## src/rtl/yolo_upsamp_pkg.sv

```systemverilog
// State and error-cause encodings shared by the yolo_upsamp_top run sequencer.
// Latency/backpressure: none (declarations only).
package yolo_upsamp_pkg;

    typedef enum logic [2:0] {
        IDLE,
        CALC,
        START,
        RUN,
        DONE,
        ERR
    } state_t;

    localparam logic [2:0] ERR_NONE     = 3'd0;
    localparam logic [2:0] ERR_CFG      = 3'd1;
    localparam logic [2:0] ERR_STARVE   = 3'd2;
    localparam logic [2:0] ERR_BKPR     = 3'd3;
    localparam logic [2:0] ERR_OVERRUN  = 3'd4;
    localparam logic [2:0] ERR_MISMATCH = 3'd5;
    localparam logic [2:0] ERR_STALL    = 3'd6;
    localparam logic [2:0] ERR_ABORT    = 3'd7;

endpackage

```

## src/rtl/yolo_upsamp_wdog.sv

```systemverilog
// Stream stall watchdog: counts beat-free cycles and classifies the stall cause.
// Latency: expired is combinational on the TIMEOUT-th quiet cycle; backpressure: none, observe-only.
module yolo_upsamp_wdog
    import yolo_upsamp_pkg::*;
#(
    parameter int TIMEOUT = 4096,
    parameter int TO_W    = 13
) (
    input  logic       clk,
    input  logic       rst,
    input  logic       en,
    input  logic       beat,
    input  logic       in_tvalid,
    input  logic       in_tready,
    input  logic       out_tvalid,
    input  logic       out_tready,
    output logic       expired,
    output logic [2:0] cause
);

    logic [TO_W-1:0] cnt;

    always_ff @(posedge clk) begin
        if (rst || !en || beat) begin
            cnt <= '0;
        end else if (!expired) begin
            cnt <= cnt + TO_W'(1);
        end
    end

    // Fires on the quiet cycle that would bring the count up to TIMEOUT.
    assign expired = en && !beat && (cnt == TO_W'(TIMEOUT - 1));

    always_comb begin
        cause = ERR_STALL;
        if (in_tready && !in_tvalid) begin
            cause = ERR_STARVE;
        end else if (out_tvalid && !out_tready) begin
            cause = ERR_BKPR;
        end
    end

endmodule

```

## src/rtl/yolo_upsamp_seq.sv

```systemverilog
// Run sequencer for yolo_upsamp_top: ap_start handshake, beat accounting vs 2x-upsample volume, stall watchdog.
// Latency: counts lag beats by one cycle, errors flag the cycle after the cause; backpressure: none, streams only observed.
module yolo_upsamp_seq
    import yolo_upsamp_pkg::*;
#(
    parameter int DIM_W   = 8,
    parameter int CB_W    = 8,
    parameter int CNT_W   = 26,
    parameter int TIMEOUT = 4096,
    parameter int TO_W    = 13
) (
    input  logic             ap_clk,
    input  logic             ap_rst,
    input  logic [DIM_W-1:0] cfg_width,
    input  logic [DIM_W-1:0] cfg_height,
    input  logic [CB_W-1:0]  cfg_chan_beats,
    input  logic             cfg_start,
    input  logic             cfg_abort,
    output logic             k_ap_start,
    input  logic             k_ap_ready,
    input  logic             k_ap_done,
    input  logic             in_tvalid,
    input  logic             in_tready,
    input  logic             out_tvalid,
    input  logic             out_tready,
    output logic             busy,
    output logic             done,
    output logic             error,
    output logic [2:0]       err_code,
    output logic [CNT_W-1:0] in_count,
    output logic [CNT_W-1:0] out_count
);

    typedef struct packed {
        logic [DIM_W-1:0] width;
        logic [DIM_W-1:0] height;
        logic [CB_W-1:0]  chan_beats;
    } cfg_t;

    state_t           state, state_nxt;
    cfg_t             cfg;
    logic [2:0]       code_nxt;
    logic [CNT_W-1:0] exp_in, exp_out, vol, in_nxt, out_nxt;
    logic             in_beat, out_beat, cnt_en, cfg_ok, take_cfg;
    logic             overrun, counts_match, wd_expired;
    logic [2:0]       wd_cause;

    assign in_beat  = in_tvalid & in_tready;
    assign out_beat = out_tvalid & out_tready;
    assign cnt_en   = (state == START) || (state == RUN);
    assign cfg_ok   = (|cfg_width) && (|cfg_height) && (|cfg_chan_beats);
    assign take_cfg = ((state == IDLE) || (state == ERR)) && cfg_start && cfg_ok;

    // Counts including this cycle's beats, so ap_done and overrun see the full total.
    assign in_nxt       = in_count + CNT_W'(in_beat);
    assign out_nxt      = out_count + CNT_W'(out_beat);
    assign overrun      = (in_nxt > exp_in) || (out_nxt > exp_out);
    assign counts_match = (in_nxt == exp_in) && (out_nxt == exp_out);
    assign vol          = CNT_W'(cfg.width) * CNT_W'(cfg.height) * CNT_W'(cfg.chan_beats);

    yolo_upsamp_wdog #(
        .TIMEOUT (TIMEOUT),
        .TO_W    (TO_W)
    ) u_wdog (
        .clk        (ap_clk),
        .rst        (ap_rst),
        .en         (cnt_en),
        .beat       (in_beat | out_beat),
        .in_tvalid  (in_tvalid),
        .in_tready  (in_tready),
        .out_tvalid (out_tvalid),
        .out_tready (out_tready),
        .expired    (wd_expired),
        .cause      (wd_cause)
    );

    always_comb begin
        state_nxt = state;
        code_nxt  = err_code;
        case (state)
            IDLE, ERR: begin
                if (cfg_start) begin
                    if (cfg_ok) begin
                        state_nxt = CALC;
                        code_nxt  = ERR_NONE;
                    end else begin
                        state_nxt = ERR;
                        code_nxt  = ERR_CFG;
                    end
                end
            end
            CALC: begin
                if (cfg_abort) begin
                    state_nxt = ERR;
                    code_nxt  = ERR_ABORT;
                end else begin
                    state_nxt = START;
                end
            end
            START, RUN: begin
                if (cfg_abort) begin
                    state_nxt = ERR;
                    code_nxt  = ERR_ABORT;
                end else if ((state == RUN) && k_ap_done) begin
                    state_nxt = counts_match ? DONE : ERR;
                    code_nxt  = counts_match ? err_code : ERR_MISMATCH;
                end else if (overrun) begin
                    state_nxt = ERR;
                    code_nxt  = ERR_OVERRUN;
                end else if (wd_expired) begin
                    state_nxt = ERR;
                    code_nxt  = wd_cause;
                end else if ((state == START) && k_ap_ready) begin
                    state_nxt = RUN;
                end
            end
            DONE:    state_nxt = IDLE;
            default: state_nxt = IDLE;
        endcase
    end

    always_ff @(posedge ap_clk) begin
        if (ap_rst) begin
            state     <= IDLE;
            cfg       <= '0;
            exp_in    <= '0;
            exp_out   <= '0;
            in_count  <= '0;
            out_count <= '0;
            err_code  <= ERR_NONE;
        end else begin
            state    <= state_nxt;
            err_code <= code_nxt;
            if (take_cfg) begin
                cfg       <= '{width: cfg_width, height: cfg_height, chan_beats: cfg_chan_beats};
                in_count  <= '0;
                out_count <= '0;
            end else if (cnt_en) begin
                in_count  <= in_nxt;
                out_count <= out_nxt;
            end
            if (state == CALC) begin
                exp_in  <= vol;
                exp_out <= vol << 2;
            end
        end
    end

    assign k_ap_start = (state == START);
    assign busy       = (state == CALC) || (state == START) || (state == RUN);
    assign done       = (state == DONE);
    assign error      = (state == ERR);

endmodule

```

## config.mk

```make
export PLATFORM = sky130hd
export DESIGN_NAME = yolo_upsamp_seq
export DESIGN_NICKNAME = d
export VERILOG_FILES = /design/src/rtl/yolo_upsamp_pkg.sv /design/src/rtl/yolo_upsamp_wdog.sv /design/src/rtl/yolo_upsamp_seq.sv
export SDC_FILE = /design/constraint.sdc
export NUM_CORES = 1
export LEC_CHECK = 0
export CAP_MARGIN = 30
export CORE_MARGIN = 2
export CORE_UTILIZATION = 42
export DETAILED_ROUTE_END_ITERATION = 10
export DONT_BUFFER_PORTS = 1
export PLACE_DENSITY_LB_ADDON = 0.2
export SYNTH_ARGS = -nofsm -noshare
export SYNTH_HDL_FRONTEND = slang
export SYNTH_SLANG_ARGS = --single-unit
```

## constraint.sdc

```tcl
create_clock -name ap_clk -period 9.07 [get_ports ap_clk]
set_clock_uncertainty 0.2 [all_clocks]
set_input_delay 0.907 -clock ap_clk [delete_from_list [all_inputs] [get_ports ap_clk]]
set_output_delay 0.907 -clock ap_clk [all_outputs]
set_load 0.01 [all_outputs]
```

==> out/qor_table.md <==
| Metric | Reported | Unit |
|---|---|---|
| Status | finished clean | - |
| Number of ports placed on the die boundary | 93 | - |
| Final number of max-transition violations | 0 | - |
| Worst Reg2Reg Path Length in Cells | 30 | - |
| CP dominant cell by count | fa_1 | - |
| Non-Filler Instances | 1942 | - |
| Cell chosen for the clock root | clkbuf_16 | - |
| Area of the mapped netlist | 12880 | um^2 |
| Cell type with the largest total area after synthesis | fa_1 | - |
| Synth warn | 0 | - |
| Leading post-synthesis cells by cell area | fa_1 19%, dfxtp_1 18%, ha_1 13% | - |
| Area fraction of the dominant cell type after synthesis | 18.65 | % |
| CP Data Required Time | 9160 | ps |
| Critical path start-end classification | reg2reg | - |
| Max-capacitance violation count | 0 | - |
| Placed standard-cell area | 13330 | um^2 |
| Number of antenna violations at the first check in global routing | 0 | - |
| Via count of the first global-routing pass | 10210 | - |
| Worst slew margin | 25.27 | % |
| Slew @ Worst Pin | 1105 | ps |
| Port buffer count | 0 | - |
| Arrival time at the worst endpoint | 8640 | ps |
| Total global-route track usage | 20.28 | % |
| Leftover overflow at the end of global routing | 0 | - |
| Hold-critical path endpoint | exp_in[9] | - |
| Period Utilization, post-route | 94.26 | % |
| Post-synthesis sequential area ratio | 18.50 | % |
| Number of placement rows | 64 | - |
| Mapped Cells | 1551 | - |
| Design Power | 1.679 | mW |
| Critical Path End Type | flip-flop | - |
| CTS Buf Count | 17 | - |
| Longest individual stage delay on the worst path | 560 | ps |
| Number of sinks driven by the clock tree | 119 | - |
| RePlAce Congestion | 0.9038 | - |
| Maximum number of pins on one net before global-route repair | 60 | - |
| Clk slew on worst S/H paths | 60 | ps |
| Setup repair after global routing missed its margin | no | - |
| Max Root-Sink Buffers | 2 | - |
| Worst hold path stage count | 2 | - |
| Startpoint type of the worst setup path | flip-flop | - |
| Setup TNS | 0 | ps |
| First drt pass iteration count | 7 | - |
| Total nets after synthesis | 1838 | - |
| Share of layout cells above drive strength 1 | 5.239 | % |
| Final number of hold-violating endpoints | 0 | - |
| Die area | 32080 | um^2 |
| Destination of the worst register-to-register timing path | exp_in[23] | - |
| Distinct cells, synth | 62 | - |
| Lkg Pwr | 6.404 | nW |
| Dominant register cell in the synthesized netlist | dfxtp_1 | - |
| Horizontal die dimension | 179.1 | um |
| Synthesized flop and latch total | 119 | - |
| Highest clock frequency the design can meet | 117.0 | MHz |
| Setup-violating endpoint count in the final report | 0 | - |
| Worst hold start | exp_in[9] | - |
| Diodes inserted | 0 | - |
| HPWL after detailed placement | 24700 | um |
| Detail-routed net length per standard cell | 16.05 | um |
| Via count | 10120 | - |
| Initial standard-cell utilization of the core | 42.32 | % |
| Peak supply drop | 0.2082 | mV |
| Wire length of the first global-routing pass | 51630 | um |
| Remaining antenna violation count | 0 | - |
| Hold buffer count at CTS | 0 | - |
| Fraction of registers with async set or reset after synthesis | 0 | % |
| Min Tclk post-route | 8550 | ps |
| Number of enable-type register cells in the synthesized netlist | 0 | - |
| Most used cells in the layout excluding fill and tap cells | 183 x inv_1, 178 x nand2_1, 148 x nor2_1, 133 x ha_1, 120 x fa_1 | - |
| Worst R2R Start | cfg[14] | - |
| Via-per-instance ratio | 5.211 | - |
| Drt total wl | 31160 | um |
| Slowest-stage cell, CP | fa_1 | - |
| First-iteration detailed-routing DRC count | 499 | - |
| Crit Path Max Fanout | 9 | - |
| Synthesized area per cell | 8.303 | um^2 |
| CTS tree | yes | - |
| Most common cell after layout, fill and taps aside | inv_1 | - |
| Number of placed instances with taps included | 1910 | - |
| Final nets | 1820 | - |
| Power per cell area | 119.8 | nW/um^2 |
| Worst-skew pair later-pin latency | 430 | ps |
| Y dimension of the die | 179.1 | um |
| Final std cell area, no fill | 14020 | um^2 |
| Path category of the worst min-delay check | reg2reg | - |
| CORE AREA | 30430 | um^2 |
| Post-CTS setup buffer count | 0 | - |
| Number of H-tree branching levels | 4 | - |
| Layout area overhead | 8.860 | % |
| DR DRC count | 0 | - |
| Reg2Reg Setup Slack | 520 | ps |
through the flow:
step / util (%) / hold WS, ps / setup slack [ps]
3_3_place_gp: 43.74 / 237.6 / 501.0
4_1_cts: 46.02 / 248.1 / 319.8
6_report: 46.07 / 247.7 / 520.2
2_1_floorplan: - / 231.9 / 723.8
3_5_place_dp: 43.80 / 240.4 / 355.5
5_1_grt: 46.07 / 263.3 / 16.55
synth_stat cells, types with 3 or more instances:
cell / number
inv_1: 183
nand2_1: 178
nor2_1: 149
ha_1: 133
fa_1: 120
dfxtp_1: 119
and2_1: 108
xor2_1: 65
a21oi_1: 64
xnor2_1: 64
clkbuf_1: 53
nand3_1: 44
mux2i_1: 28
nor3_1: 26
and3_1: 23
o21ai_0: 22
nand4_1: 15
a21o_1: 13
or3_1: 11
a211oi_1: 10
nor2b_1: 10
nor4_1: 10
o21a_1: 8
and4_1: 7
and3b_1: 6
nand2b_1: 6
a31oi_1: 5
buf_2: 5
o21bai_1: 5
nand3b_1: 4
o211ai_1: 4
a2111oi_0: 3
a211o_1: 3
and4_4: 3
nand4b_1: 3
nor4b_1: 3
o2111ai_1: 3
o31ai_1: 3
kinds of logic (layout without fill, tap and decap cells):
family                   after synthesis  count (layout)  share of synthesized area (%)
AND/OR/NAND/NOR                      620             620                          23.86
adder cells (fa/ha/maj)              253             253                          31.57
buffers and inverters                243             238                          7.189
AO/OA/AOI/OAI                        157             157                          7.753
XOR/XNOR                             129             129                          8.773
flip-flops                           119             119                          18.50
multiplexers                          30              30                          2.351
repair_timing:
| action | 4_1_cts | 5_1_grt |
|---|---|---|
| resized for setup | 0 | 8 |
| setup endpoints to repair | 0 | 4 |
| hold endpoints to repair | 0 | 0 |
worst max path at each step:
stage	slack, ps	depth (start not counted)	to	from
after floorplan	720	31	exp_in[23]	cfg[16]
after global placement	500	32	exp_in[23]	cfg[18]
after detailed placement	360	32	exp_in[23]	cfg[17]
after CTS	320	32	exp_in[23]	cfg[17]
after global routing	20	33	exp_in[23]	cfg[12]
final	520	30	exp_in[23]	cfg[14]
worst max-delay path, delay by kind of cell (launching register included):
kind / cells / cell delay (ps)
fa+ha+maj: 10 / 4830
compound gates: 6 / 1150
flops: 1 / 480
simple gates: 8 / 1280
buf+inv: 5 / 240
xor+xnor: 1 / 210
layout make-up:
| cell class | count | area, um^2 |
|---|---|---|
| clock buffer | 21 | 480.5 |
| inverter | 184 | 690.7 |
| multi-input combinational | 1189 | 9590 |
| fill | 3051 | 16410 |
| clock inverter | 11 | 193.9 |
| timing repair buffer | 22 | 177.7 |
| sequential | 119 | 2391 |
| tap | 396 | 495.5 |
where the power goes:
group / leakage [nW] / switching [mW] / internal, mW
Sequential: 0.966 / 0.0427 / 0.542
Clock: 0.318 / 0.255 / 0.516
Combinational: 5.12 / 0.202 / 0.121
Total: 6.40 / 0.500 / 1.18
flip-flops by register name (all words and copies together) (netlist names):
register,flops
err_code,3
u_wdog.cnt,13
state,3
exp_in,24
out_count,26
cfg,24
in_count,26
metal layers:
metal	GRT usage, %	vias to the layer above	wire (um)	part of all wire (%)
li1	-	5031	-	-
met5	0	-	0	0
met4	3.696	0	262	0.84
met1	28.35	4872	15220	49
met3	4.092	19	1366	4.4
met2	32.71	197	14320	46
No activity file was read; power rests on OpenSTA's default activity.
